--- src/rtl/counter_seq_ctrl.sv ---
// Run controller for a 0..999 up-counter: start/stop/clear, prescaled enable, terminal value.
// Optional CNT_SEQ_CTRL_IRQ_EN adds a sticky irq output with irq_ack.
module counter_seq_ctrl #(
  parameter int PRESC_DIV = 1,
  parameter int CNT_MAX   = 999,
  parameter int WRAP_W    = 8
) (
  input  logic              clk,
  input  logic              reset_n,
  input  logic              start,
  input  logic              stop,
  input  logic              clear,
  input  logic              reload,
  input  logic [9:0]        limit,
  input  logic [9:0]        count,
  output logic              cnt_en,
  output logic              cnt_clr,
  output logic              running,
  output logic              done,
  output logic [WRAP_W-1:0] wrap_cnt
`ifdef CNT_SEQ_CTRL_IRQ_EN
  ,
  input  logic              irq_ack,
  output logic              irq
`endif
);

  localparam int PW = (PRESC_DIV > 1) ? $clog2(PRESC_DIV) : 1;
  localparam logic [PW-1:0] PLAST = PW'(PRESC_DIV - 1);
  localparam logic [9:0] CMAX = 10'(CNT_MAX);

  typedef enum logic [1:0] {
    IDLE,
    RUN,
    PAUSE,
    DONE
  } state_t;

  state_t        state;
  logic [PW-1:0] presc;
  logic [9:0]    lim_eff;
  logic          tick;
  logic          term;
  logic          fire;

  assign lim_eff = (limit > CMAX) ? CMAX : limit;
  assign tick    = (state == RUN) && (presc == PLAST);
  // '>=' so a limit lowered below the current count still terminates
  assign term    = (count >= lim_eff);
  assign fire    = tick && !stop && !clear;

  always_comb begin
    cnt_en  = 1'b0;
    cnt_clr = 1'b0;
    if (!reset_n || clear) begin
      cnt_clr = 1'b1;
    end else if (fire) begin
      if (!term) cnt_en = 1'b1;
      else       cnt_clr = reload;
    end else if (state == DONE && start) begin
      cnt_clr = 1'b1;
    end
  end

  always_ff @(posedge clk) begin
    if (!reset_n) begin
      state    <= IDLE;
      presc    <= '0;
      running  <= 1'b0;
      done     <= 1'b0;
      wrap_cnt <= '0;
    end else begin
      done <= 1'b0;
      if (clear) begin
        state    <= IDLE;
        presc    <= '0;
        running  <= 1'b0;
        wrap_cnt <= '0;
      end else begin
        unique case (state)
          IDLE, DONE: begin
            if (start) begin
              state   <= RUN;
              presc   <= '0;
              running <= 1'b1;
            end
          end
          PAUSE: begin
            if (!stop && start) begin
              state   <= RUN;
              running <= 1'b1;
            end
          end
          RUN: begin
            if (stop) begin
              state   <= PAUSE;
              running <= 1'b0;
            end else begin
              presc <= tick ? '0 : presc + 1'b1;
              if (tick && term) begin
                done <= 1'b1;
                if (wrap_cnt != '1) wrap_cnt <= wrap_cnt + 1'b1;
                if (!reload) begin
                  state   <= DONE;
                  running <= 1'b0;
                end
              end
            end
          end
          default: state <= IDLE;
        endcase
      end
    end
  end

`ifdef CNT_SEQ_CTRL_IRQ_EN
  always_ff @(posedge clk) begin
    if (!reset_n || clear) irq <= 1'b0;
    else if (done)         irq <= 1'b1;
    else if (irq_ack)      irq <= 1'b0;
  end
`endif

endmodule
--- config.mk ---
export PLATFORM = sky130hd
export DESIGN_NAME = counter_seq_ctrl
export DESIGN_NICKNAME = d
export VERILOG_FILES = /design/src/rtl/counter_seq_ctrl.sv
export SDC_FILE = /design/constraint.sdc
export NUM_CORES = 1
export LEC_CHECK = 0
export ABC_AREA = 1
export CORE_ASPECT_RATIO = 0.9
export CORE_MARGIN = 2
export CORE_UTILIZATION = 44
export CTS_CLUSTER_SIZE = 8
export DETAILED_ROUTE_END_ITERATION = 16
export PLACE_DENSITY = 0.79
export SLEW_MARGIN = 20
export SYNTH_ARGS = -nofsm -noshare
export SYNTH_HDL_FRONTEND = slang
export SYNTH_SLANG_ARGS = --single-unit
--- constraint.sdc ---
create_clock -name clk -period 2.2 [get_ports clk]
set_input_delay 0.33 -clock clk [delete_from_list [all_inputs] [get_ports clk]]
set_output_delay 0.33 -clock clk [all_outputs]
set_load 0.005 [all_outputs]
==> key figures, run 1 <==
Run status
  • Outcome: finished with violations
  • Failing checks: setup timing

Critical path
  • Reg2reg end: wrap_cnt[0]
  • CP arrival: about 1.9 ns
  • CP Max Fanout: 3
  • Critical path endpoint category: output pin
  • Worst Setup Start Kind: primary input
  • WS Path Type: primary input to output pin
  • Max incr delay on CP: 0.27 ns
  • Reg2reg setup slack: ~0.53 ns
  • Critical path buffers and inverters: 4
  • Worst R2R Start: state[1]
  • Cell Chain, Critical Path: buf_8, o21ai_4, nor3_4, buf_4, or2_4, ha_4, inv_2, nand2_2, nand2_1, nand2_1, nand3_2, nand3_4, nand3_2, nand3_2, buf_2
  • Critical Path Slowest Stage Cell: ha_4
  • Most frequent CP cell: nand3_2
  • Worst path top cell family by delay: simple AND/OR/NAND/NOR gates
  • R2r worst-path depth: 10
  • Crit path required time: approximately 1.9 ns

Clock network
  • Clock Latency Late Sink: about 0.28 ns
  • Cts bufs inserted: 3
  • Clock sink count: 13
  • Root Driver: clkbuf_4
  • Max clock buf depth: 2
  • CTS Hold Bufs: 0
  • CTS tree: done
  • Clock slew at reported path FFs: ~0.08 ns
  • Max H-tree Level: 1

Yosys
  • #FFs+latches synth: 13
  • Syn avg cell area: roughly 7.0 sq um
  • Synth Instances: 152
  • YS warnings: 0
  • Mapped Nets: about 190
  • Synth cell types: 25
  • Synthesized cell area: 1060 sq um
  • Register area share after synthesis: 0.246

Detailed routing
  • Drt wl/cell: 12.5 um
  • Routed WL: ~2900 um
  • Vias: between 1000 and 1500
  • Final ANT Viol Nets: 0
  • Vias per cell: just over 5
  • Drt pass-1 iters: 4
  • Iter 0 DRT Violations: 19
  • DRC viols: 0

Cells and area
  • Most common cell after layout, fill and taps aside: nand2_1
  • Antenna Cells: 0
  • Fin nets: 243
  • Area grow syn2layout: 55.7%
  • Commonest non-fill, non-tap cells in the layout: nand2_1, clkdlybuf4s50_1, inv_1, nand3_1, dfxtp_1
  • Fraction of final layout cells sized beyond drive strength 1: 0.257

Power and ir drop
  • Seq pwr share: 0.419
  • Max VDD drop: approximately 0.00039 V
  • Internal cell power: roughly 0.40 mW
  • Sw Pwr: 0.171 mW
  • Logic pwr share: 0.322
  • Leakage: 0.759 nW
  • Net Sw Frac: 0.299
  • Clock power share: 0.259
  • Pwr Density: around 350 nW/um^2
  • Total power: ~0.57 mW

STA
  • Max Slew Vio Count: 0
  • Slew @ Worst Pin: around 0.4 ns
  • Relative slew slack: 0.732
  • Number of setup violations in the final report: 1
  • RSZ-0062 raised after global routing: true
  • Post-layout min period: 2.22 ns
  • Setup slack after layout: -0.0222 ns
  • Final Cycle Share: 1.01
  • Fmax: 450 MHz
  • Final Hold Vio Count: 0
  • WHS: 0.488 ns
  • Clk_skew: ~0.00087 ns
  • TNS Setup: -0.0222 ns

Placement
  • GPL Wtd Cong: a little under 0.8
  • # port buffers: 37
  • DP Wirelength: around 2200 um

GRT
  • Vias in the first global route: between 1000 and 1500
  • Initial antenna violation count: 0
  • Grt total ovfl: 0
  • Largest net degree at the start of global routing: 12
  • GRT Util Overall: 0.205
  • First-pass GRT wire length: roughly 4600 um

Floorplan
  • Core region area: ~2200 sq um
  • Die Ht: 50.5 um
  • Initial Util: 0.476
  • Die width: 55.7 um
  • Die area: ~2800 sq um
  • IO Pins: 38
  • Num rows: 16

Min path
  • Hold WC Path Type: flip-flop to flip-flop
  • Startpoint of the worst hold path: presc
  • Worst min-delay path endpoint: presc
  • Hold path depth: 2

Job
  • Max-Cap Viols: 0
power by group through the flow:
stage	clock network, mW	logic, mW	registers, mW
3_5_place_dp	0	0.161	0.246
5_1_grt	0.171	0.204	0.241
6_report	0.149	0.185	0.240
3_3_place_gp	0	0.156	0.246
2_1_floorplan	0	0.0759	0.246
4_1_cts	0.153	0.164	0.240
final cells by class:
type | instances | area (sq um)
tap | 27 | 33.8
timing repair buffer | 47 | 432
inverter | 27 | 106
multi-input combinational | 111 | 788
fill | 164 | 574
clock inverter | 1 | 5.00
clock buffer | 3 | 22.5
sequential | 13 | 260
through the flow:
stage | worst slack (ns) | instance area (sq um) | util | std cells
after detailed placement | -0.805 | 1540 | 0.693 | 224
after CTS | 0.00363 | 1580 | 0.709 | 228
final | -0.0222 | 1650 | 0.742 | 229
after global routing | -0.0935 | 1650 | 0.742 | 229
after global placement | -0.706 | 1540 | 0.693 | 224
after floorplan | 0.218 | 1060 | - | 152
registers in the layout, summed over array words and instances, names as in the netlist:
register and cells:
state 2, wrap_cnt 8, presc 1, done 1
running 1
cells in the mapped netlist:
master / number / area share
nand2_1: 35 / 0.12
inv_1: 24 / 0.085
nand3_1: 16 / 0.076
ha_1: 14 / 0.17
dfxtp_1: 13 / 0.25
a21oi_1: 12 / 0.057
nor2_1: 9 / 0.032
nor3_1: 5 / 0.024
xor2_1: 5 / 0.041
inv_2: 2 / 0.0071
nor2_2: 2 / 0.012
xnor2_1: 2 / 0.017
a21o_1: 1 / 0.0071
clkbuf_1: 1 / 0.0035
clkinv_4: 1 / 0.0083
nand2_2: 1 / 0.0059
nand2_8: 1 / 0.019
nand3_2: 1 / 0.0095
nand4_2: 1 / 0.012
nor2_4: 1 / 0.011
nor3_4: 1 / 0.015
o211ai_1: 1 / 0.0071
o21ai_0: 1 / 0.0047
o22ai_1: 1 / 0.0059
or2_2: 1 / 0.0059
cell families after synthesis:
| family | synth area share |
|---|---|
| compound gates | 0.0816 |
| fa+ha+maj | 0.165 |
| flops | 0.246 |
| xor+xnor | 0.0579 |
| buf+inv | 0.104 |
| simple gates | 0.345 |
timing repair:
item / CTS / global route
setup buffers: 0 / 1
setup endpoints to repair: 14 / 3
pin swaps: 13 / 9
gates resized for setup: 46 / 16
how the worst max path moves through the flow:
stage                     cells past startpoint  slack [ns]     start           to
after floorplan                              15        0.22  limit[4]  wrap_cnt[0]
after global placement                       13       -0.71  limit[4]       cnt_en
after detailed placement                     14       -0.81  limit[4]       cnt_en
after CTS                                    11       0.004  limit[0]       cnt_en
after global routing                         15       -0.09  limit[4]      cnt_clr
final                                        15       -0.02  limit[4]      cnt_clr
worst min-delay path: stages (launching register included):
cell and delay (ns):
dfxtp_1 0.34, nand3_1 0.08, inv_1 0.03
routing by layer:
metal | GRT usage | wire length [um] | share of wire
met1 | 0.222 | 1160 | 0.40
met2 | 0.369 | 1520 | 0.53
met3 | 0.0644 | 113 | 0.039
met4 | 0.0894 | 74 | 0.026
met5 | 0 | 0 | 0
Power figures use the tool's default switching activity.
==> run 2: changes to the inputs <==
- GPL_ROUTABILITY_DRIVEN: not set -> 0
- HOLD_SLACK_MARGIN: not set -> 0.1
==> results of run 2 <==
No change in the layout: final DEF, timing and power equal those of run 1.
==> run 3: changes to the inputs <==
- GPL_ROUTABILITY_DRIVEN: 0 -> not set
==> results of run 3 <==
No change in the layout: final DEF, timing and power equal those of run 1.
